$ cat src/rtl/alu_acc_pkg.sv
// alu_acc shared types: width, flag indices, op enum.
// Optional feature macro: ALU_ACC_MULDIV_EN.
package alu_acc_pkg;

  localparam int WIDTH = 16;

  localparam int ZF_BIT = 3;
  localparam int CF_BIT = 2;
  localparam int OF_BIT = 1;
  localparam int SF_BIT = 0;

  typedef enum logic [3:0] {
    OP_NONE,
    OP_CLR,
    OP_ADD,
    OP_SUB,
    OP_MUL,
    OP_DIV,
    OP_SHL,
    OP_SHR,
    OP_AND,
    OP_OR,
    OP_NOT
  } op_e;

endpackage

$ cat src/rtl/alu_acc_core.sv
// alu_acc combinational datapath: result and next flags.
// Macro ALU_ACC_MULDIV_EN enables multiplier and divider.
module alu_acc_core
  import alu_acc_pkg::*;
#(
  parameter int W = WIDTH
) (
  input  op_e          i_op,
  input  logic [W-1:0] i_acc,
  input  logic [W-1:0] i_br,
  output logic [W-1:0] o_res,
  output logic [3:0]   o_flags
);

  logic [W:0]     w_add;
  logic [W:0]     w_sub;
  logic [W:0]     w_shl;
  logic [W:0]     w_shr;
  logic [3:0]     w_sh;
  logic           w_cf;
  logic           w_of;

  assign w_sh  = i_br[3:0];
  assign w_add = {1'b0, i_acc} + {1'b0, i_br};
  assign w_sub = {1'b0, i_acc} - {1'b0, i_br};
  assign w_shl = {1'b0, i_acc} << w_sh;
  assign w_shr = {i_acc, 1'b0} >> w_sh;

`ifdef ALU_ACC_MULDIV_EN
  logic [2*W-1:0] w_prod;
  logic [W-1:0]   w_quo;
  logic           w_dz;

  assign w_prod = {{W{1'b0}}, i_acc} * {{W{1'b0}}, i_br};
  assign w_dz   = (i_br == '0);
  assign w_quo  = w_dz ? i_acc : i_acc / i_br;
`endif

  // Select result and carry/overflow for the decoded op.
  always_comb begin
    o_res = i_acc;
    w_cf  = 1'b0;
    w_of  = 1'b0;
    unique case (i_op)
      OP_CLR: o_res = '0;
      OP_ADD: begin
        o_res = w_add[W-1:0];
        w_cf  = w_add[W];
        w_of  = (i_acc[W-1] == i_br[W-1]) &&
                (w_add[W-1] != i_acc[W-1]);
      end
      OP_SUB: begin
        o_res = w_sub[W-1:0];
        w_cf  = w_sub[W];
        w_of  = (i_acc[W-1] != i_br[W-1]) &&
                (w_sub[W-1] != i_acc[W-1]);
      end
`ifdef ALU_ACC_MULDIV_EN
      OP_MUL: begin
        o_res = w_prod[W-1:0];
        w_cf  = (w_prod[2*W-1:W] != '0);
        w_of  = w_cf;
      end
      OP_DIV: begin
        o_res = w_quo;
        w_of  = w_dz;
      end
`endif
      OP_SHL: begin
        o_res = w_shl[W-1:0];
        w_cf  = w_shl[W];
      end
      OP_SHR: begin
        o_res = w_shr[W:1];
        w_cf  = w_shr[0];
      end
      OP_AND: o_res = i_acc & i_br;
      OP_OR:  o_res = i_acc | i_br;
      OP_NOT: o_res = ~i_br;
      default: o_res = i_acc;
    endcase
  end

  // Pack the flag vector.
  always_comb begin
    o_flags         = '0;
    o_flags[ZF_BIT] = (o_res == '0);
    o_flags[CF_BIT] = w_cf;
    o_flags[OF_BIT] = w_of;
    o_flags[SF_BIT] = o_res[W-1];
  end

endmodule

$ cat src/rtl/alu_acc.sv
// alu_acc top: priority encoder plus ACC/flag registers.
// Macro ALU_ACC_MULDIV_EN enables C15/C16.
module alu_acc
  import alu_acc_pkg::*;
#(
  parameter int W = WIDTH
) (
  input  logic         clk,
  input  logic         rst,
  input  logic         C8,
  input  logic         C9,
  input  logic         C13,
  input  logic         C15,
  input  logic         C16,
  input  logic         C17,
  input  logic         C18,
  input  logic         C19,
  input  logic         C20,
  input  logic         C21,
  input  logic [W-1:0] BR_in,
  output logic [W-1:0] ACC_out,
  output logic [3:0]   ALUflags
);

  op_e          w_op;
  logic         w_en;
  logic [W-1:0] w_res;
  logic [3:0]   w_flags;
  logic [W-1:0] r_acc;
  logic [3:0]   r_flags;

  // Lowest-numbered active control line wins.
  always_comb begin
    w_op = OP_NONE;
    priority case (1'b1)
      C8:  w_op = OP_CLR;
      C9:  w_op = OP_ADD;
      C13: w_op = OP_SUB;
      C15: w_op = OP_MUL;
      C16: w_op = OP_DIV;
      C17: w_op = OP_SHL;
      C18: w_op = OP_SHR;
      C19: w_op = OP_AND;
      C20: w_op = OP_OR;
      C21: w_op = OP_NOT;
      default: w_op = OP_NONE;
    endcase
  end

`ifdef ALU_ACC_MULDIV_EN
  assign w_en = (w_op != OP_NONE);
`else
  // MUL/DIV keep their slot but write nothing.
  assign w_en = (w_op != OP_NONE) &&
                (w_op != OP_MUL) &&
                (w_op != OP_DIV);
`endif

  alu_acc_core #(.W(W)) u_core (
    .i_op    (w_op),
    .i_acc   (r_acc),
    .i_br    (BR_in),
    .o_res   (w_res),
    .o_flags (w_flags)
  );

  // Accumulator and flag registers.
  always_ff @(posedge clk) begin
    if (rst) begin
      r_acc   <= '0;
      r_flags <= '0;
    end else if (w_en) begin
      r_acc   <= w_res;
      r_flags <= w_flags;
    end
  end

  assign ACC_out  = r_acc;
  assign ALUflags = r_flags;

endmodule

$ cat config.mk
export PLATFORM = sky130hd
export DESIGN_NAME = alu_acc
export DESIGN_NICKNAME = d
export VERILOG_FILES = /design/src/rtl/alu_acc_pkg.sv /design/src/rtl/alu_acc_core.sv /design/src/rtl/alu_acc.sv
export SDC_FILE = /design/constraint.sdc
export NUM_CORES = 1
export LEC_CHECK = 0
export BUFFER_PORTS_ARGS = -buffer_cell sky130_fd_sc_hd__buf_2
export CELL_PAD_IN_SITES_DETAIL_PLACEMENT = 1
export CELL_PAD_IN_SITES_GLOBAL_PLACEMENT = 2
export CORE_ASPECT_RATIO = 1.4
export CORE_UTILIZATION = 36
export DETAILED_ROUTE_END_ITERATION = 8
export PLACE_DENSITY_LB_ADDON = 0.1
export SKIP_LAST_GASP = 1
export SYNTH_ARGS = -nofsm -noshare
export SYNTH_HDL_FRONTEND = slang
export SYNTH_SLANG_ARGS = --single-unit
$ cat constraint.sdc
create_clock -name clk -period 6.4 [get_ports clk]
set_input_delay 1.92 -clock clk [delete_from_list [all_inputs] [get_ports clk]]
set_output_delay 1.92 -clock clk [all_outputs]
set_load 0.005 [all_outputs]
==> impl_metrics.ini, run 1 <==
[floorplan]
core_mm2 = 0.0139
rows = 51
start_util_pct = 36.8
io_pins = 48
fp.dieH_um = 143
die_w_um = 103
dieArea_mm2 = 0.0147

[finish]
drive_above_1_share_pct = 17.9
final_cell_area_mm2 = 0.00558
fin_nets = 777
area_growth_pct = 8.82
diodes = 0

[yosys]
synthSimpleGateAreaFrac_pct = 22.6
yosysWarnings = 0
ys_seq_elements = 19
synth_top_family_by_area = compound AO/OA/AOI/OAI gates
yosysSeqAreaShare_pct = 7.42
synth.area.mux_share_pct = 15.8
synth_nets = 753
syn_avg_cell_area_um2 = 7.60
synth_compound_area_share_pct = 32.0
synthXorXnorAreaFrac_pct = 1.03
async_flop_share_pct = 0
synth_area_mm2 = 0.00512
synth_edf_count = 0
synth_cells = 674
synthAdderAreaFrac_pct = 12.7
ys_types = 92
synthFlopType = dfxtp_1

[setup_path]
start_kind = primary input
worstPathMaxFanout = 18
startpoint = BR_in[0]
required_ns = 6.60
crit_path_end_kind = flip-flop
r2r-start = ACC_out[3]$_SDFFE_PP0P_
critPathKind = primary input to flip-flop
worstPathArrival_ns = 5.71

[sta]
fmaxAchievable_ghz = 0.181
setup_viol = 0
setup_tns_ns = 0
fin_skew_ns = 0.00369
fin_crit_ns = 5.51
rsz0062_at_grt = false
min_period_over_period_pct = 86.1
tightestPinTransition_ns = 1.39
max_slew_margin_pct = 6.78
final_hold_viol_count = 0
slew_violations = 0

[detailed_routing]
wl_met1_um = 9330
drc = 0
vias_per_cell = 6.84
routed-wl-met2_um = 12600
top_layer_used = met4
drtIter0Drc = 475
drtAntennaViolNets = 0
vias = 6032
post_drt_wl_per_cell_um = 28.7
drtPass1Iterations = 5
dr_wl_met3_um = 1690
routed_wl_um = 25300

[global_routing]
grt_antenna_before_repair = 0
grt_max_degree = 36
grt_pass1_wl_um = 37400
grt_use_total_pct = 34.9
overflow = 0
grt_pass1_vias = 6130

[worst_hold_path]
holdCritPathClass = flip-flop to flip-flop
min_from = ALUflags[1]$_SDFFE_PP0P_

[power]
powerDensity_mw_per_mm2 = 144
power_leakage_nw = 2.26
p_total_mw = 0.804
ir_worst_vdd_mv = 0.0809

[clocking]
clk_latency_ns = 0.28
cts.clk_slew.worst_paths_ns = 0.07
cts_resized = 0
hold_buffers = 0
cts_tree = built
clock_sinks = 19
cts_buffer_depth = 2
cts_max_level = 1
cts_buffers = 3
cts_setup_buffers = 0
root_buffer = clkbuf_16

[place]
gp_congestion = 1.04
place_area_mm2 = 0.00550
port_buffers = 47
dp_hpwl_um = 19500

[run_status]
outcome = completed

[run]
maxCapViolCount = 0
-- state kept, by name (all words and copies together) (netlist names) --
register,flops
ACC_out,15
ALUflags,4
-- cell families (layout without fill, tap and decap cells) --
| group | Yosys count | in the layout |
|---|---|---|
| AO/OA/AOI/OAI | 216 | 216 |
| multiplexers | 57 | 57 |
| AND/OR/NAND/NOR | 228 | 228 |
| flip-flops | 19 | 19 |
| adder cells (fa/ha/maj) | 51 | 51 |
| buffers and inverters | 97 | 120 |
| XOR/XNOR | 6 | 6 |
-- path summary, 6_finish.rpt --
path	cells after the start	endpoint	slack, ns
max	12	ALUflags[3]$_SDFFE_PP0P_	0.89
min	1	ALUflags[1]$_SDFFE_PP0P_	0.47
max reg2reg	11	ALUflags[3]$_SDFFE_PP0P_	2.20
min reg2reg	1	ALUflags[1]$_SDFFE_PP0P_	0.47
-- where the power goes --
group          internal (mW)  switching [mW]
clock network         0.0858          0.0688
logic                  0.186           0.291
registers              0.130          0.0422
total                  0.402           0.402
-- final cells by class --
class / instances / area (um^2)
Multi-Input combinational cell: 558 / 4320
Tap cell: 185 / 231
Fill cell: 1802 / 8340
Sequential cell: 19 / 380
Clock buffer: 4 / 78.8
Inverter: 50 / 188
Timing Repair Buffer: 66 / 378
-- critical path, cell delays in order --
cell and delay (ns):
buf_2 0.25, ha_1 0.35, fa_1 0.49, a21oi_1 0.31, o221ai_1 0.27, a221oi_1 0.62
nand4b_1 0.19, o2111ai_1 0.15, or4b_2 0.64, nand3_1 0.13, nand4_1 0.14, o31ai_2 0.24
-- placed cells by master (no fill, tap or decap), types with 6 or more instances in the layout --
| cell | instances |
|---|---|
| nor2_1 | 66 |
| ha_1 | 49 |
| inv_1 | 48 |
| buf_2 | 47 |
| nand2_1 | 44 |
| a21oi_1 | 41 |
| dfxtp_1 | 19 |
| nor3_1 | 19 |
| buf_4 | 19 |
| mux2i_1 | 17 |
| mux2_2 | 17 |
| mux4_2 | 16 |
| o21ai_0 | 15 |
| nand3_1 | 13 |
| o211ai_1 | 13 |
| nand2b_1 | 10 |
| o31ai_1 | 10 |
| a211oi_1 | 10 |
| nor4_1 | 10 |
| and2_1 | 10 |
| nand4_1 | 9 |
| nor2b_1 | 8 |
| a221oi_1 | 8 |
| a31oi_1 | 8 |
| or3_1 | 7 |
| o22ai_1 | 7 |
| a22oi_1 | 6 |
| o221ai_1 | 6 |
| a2111oi_0 | 6 |
| xnor2_1 | 6 |
| or4_1 | 6 |
-- metrics by stage --
| step | util (%) | worst slack (ns) | cells | hold slack (ns) |
|---|---|---|---|---|
| detailed placement | 39.5 | 0.642 | 878 | 0.455 |
| finish | 40.1 | 0.889 | 882 | 0.474 |
| global route | 40.1 | 0.793 | 882 | 0.512 |
| global placement | 39.5 | 0.692 | 878 | 0.454 |
| floorplan | - | 1.06 | 674 | 0.461 |
| CTS | 40.1 | 0.908 | 882 | 0.473 |
-- cell usage after synthesis (all sizes together), types with 5 or more instances --
cell type  number  area (um^2)
o2111ai         5         43.8
ha             49          613
nand2          44          165
mux4           16          360
nand2b         10         62.6
buf            23          145
o221ai          7         67.6
nor2b           8         50.1
or4             7         56.3
a31oi           8         50.1
o211ai         13         97.6
o22ai           7         43.8
o31ai          11         87.6
mux2           24          282
nor3           21          115
dfxtp          19          380
a211oi         10         75.1
xnor2           6         52.6
a22oi           6         45.0
nor4           10         62.6
a21o            5         37.5
nor2           66          248
nand3          14         75.1
or3             7         43.8
o21ai          17         96.3
clkbuf         24         91.3
a21oi          42          214
mux2i          17          170
a221oi          8         70.1
inv            49          184
a221o           5         50.1
a2111oi         7         62.6
a211o           5         43.8
nand4           9         56.3
o21a            5         37.5
or2             8         50.1
and2           10         62.6
-- per-layer routing --
metal  global-route usage, %  vias to the layer above
li1                        -                     2641
met1                    39.9                     2954
met2                    61.2                      331
met3                    3.38                      106
met4                    21.6                        0
met5                       0                        -
Power figures use the tool's default switching activity.
==> run 2, diff against run 1 <==
--- a/config.mk
+++ b/config.mk
@@ -8,10 +8,10 @@
 export BUFFER_PORTS_ARGS = -buffer_cell sky130_fd_sc_hd__buf_2
 export CELL_PAD_IN_SITES_DETAIL_PLACEMENT = 1
 export CELL_PAD_IN_SITES_GLOBAL_PLACEMENT = 2
-export CORE_ASPECT_RATIO = 1.4
 export CORE_UTILIZATION = 36
 export DETAILED_ROUTE_END_ITERATION = 8
 export PLACE_DENSITY_LB_ADDON = 0.1
+export RECOVER_POWER = 50
 export SKIP_LAST_GASP = 1
 export SYNTH_ARGS = -nofsm -noshare
 export SYNTH_HDL_FRONTEND = slang
==> impl_metrics.ini, run 2 (synthesis results as in run 1) <==
[setup_path]
critPathKind = primary input to flip-flop
slowest_delay_ns = 0.65
start_kind = primary input
path_cells = buf_2, ha_1, fa_1, a21oi_1, o221ai_1, a221oi_1, nand4b_1, o2111ai_1, or4b_2, nand3_1, nand4_1, o31ai_2
worstPathMaxFanout = 21
worstPathArrival_ns = 5.88
required_ns = 6.59
rrSetupSlack_ns = 2.12
worst-path-buf-inv = 1
crit_path_end_kind = flip-flop
path_delay_family = compound AO/OA/AOI/OAI gates
cp_slowest_cell = a221oi_1

[finish]
multi_input_area_mm2 = 0.00432
final_cell_mix = nor2_1, ha_1, inv_1
largest_register_ffs = 15
finalNonFillerCells = 876
final_common_cell = nor2_1
nFillCells = 1719
diodes = 0
area_growth_pct = 8.33
fin_nets = 776
drive_above_1_share_pct = 16.5
seq_area_um2 = 380

[sta]
fmaxAchievable_ghz = 0.176
rsz0062_at_grt = false
max_slew_margin_pct = 25.7
final_hold_viol_count = 0
setup_tns_ns = 0
tightestPinTransition_ns = 1.09
setup_viol = 0
slew_violations = 0
fin_skew_ns = 0.00195
postLayoutSetupSlackWorst_ns = 0.709
fin_crit_ns = 5.69
min_period_over_period_pct = 88.9

[clocking]
clock_sinks = 19
cts.clk_slew.worst_paths_ns = 0.07
root_buffer = clkbuf_16
cts_buffers = 3
cts_tree = built
cts_max_level = 1
hold_buffers = 0
cts_resized = 0
cts_setup_buffers = 0
cts_buffer_depth = 2
clk_latency_ns = 0.27

[floorplan]
fp.dieH_um = 121
rows = 43
start_util_pct = 36.9
die_w_um = 121
core_mm2 = 0.0139
io_pins = 48
dieArea_mm2 = 0.0147

[global_routing]
grt_max_degree = 36
grt_pass1_vias = 6041
grt_use_total_pct = 34.6
grt_antenna_before_repair = 0
grt_pass1_wl_um = 38100
overflow = 0

[detailed_routing]
drtIter0Drc = 546
vias_per_cell = 6.92
drtPass1Iterations = 5
vias = 6058
drc = 0
post_drt_wl_per_cell_um = 28.6
routed_wl_um = 25000
drtAntennaViolNets = 0

[place]
dp_hpwl_um = 19100
port_buffers = 47
dp_cells = 872
dpl_worst_slack_ns = 0.535
gp_congestion = 0.960

[power]
ir_worst_vdd_mv = 0.0794
powerDensity_mw_per_mm2 = 145
power_leakage_nw = 2.22

[run]
maxCapViolCount = 0

[worst_hold_path]
holdCritPathClass = flip-flop to flip-flop

[run_status]
outcome = completed
## run 2: path summary, 6_finish.rpt
kind,startpoint,depth (start not counted),end
max,BR_in[0],12,ALUflags[3]$_SDFFE_PP0P_
max reg2reg,ACC_out[1]$_SDFFE_PP0P_,10,ALUflags[3]$_SDFFE_PP0P_
min reg2reg,ALUflags[1]$_SDFFE_PP0P_,1,ALUflags[1]$_SDFFE_PP0P_
min,ALUflags[1]$_SDFFE_PP0P_,1,ALUflags[1]$_SDFFE_PP0P_
## run 2: stage by stage
step | util [%] | instance area (um^2) | hold slack, ns | power (mW)
CTS | 40.1 | 5560 | 0.494 | 0.789
finish | 40.0 | 5550 | 0.494 | 0.804
detailed placement | 39.5 | 5480 | 0.467 | 0.637
floorplan | - | 5120 | 0.461 | 0.472
global route | 40.0 | 5550 | 0.515 | 0.841
global placement | 39.5 | 5480 | 0.452 | 0.630
## run 2: report_power, final
group | switching (mW) | total [mW] | internal (mW) | leakage (nW)
logic | 0.295 | 0.478 | 0.183 | 2.02
clock network | 0.0664 | 0.152 | 0.0857 | 0.0382
registers | 0.0448 | 0.175 | 0.130 | 0.156
total | 0.406 | 0.804 | 0.398 | 2.22
## run 2: layer usage
metal | wire length, um | part of all wire, % | GRT usage (%) | vias up
met4 | 812 | 3.2 | 11.1 | 0
met5 | 0 | 0 | 0 | -
met3 | 2160 | 8.6 | 3.95 | 54
met1 | 11200 | 45 | 50.2 | 2987
li1 | - | - | - | 2636
met2 | 10900 | 43 | 52.8 | 381
## run 2: final cells by class
class                           count  share of cell area (%)
Timing Repair Buffer               65                    6.47
Tap cell                          180                    4.06
Clock buffer                        4                    1.42
Inverter                           50                    3.38
Sequential cell                    19                    6.85
Multi-Input combinational cell    558                    77.8
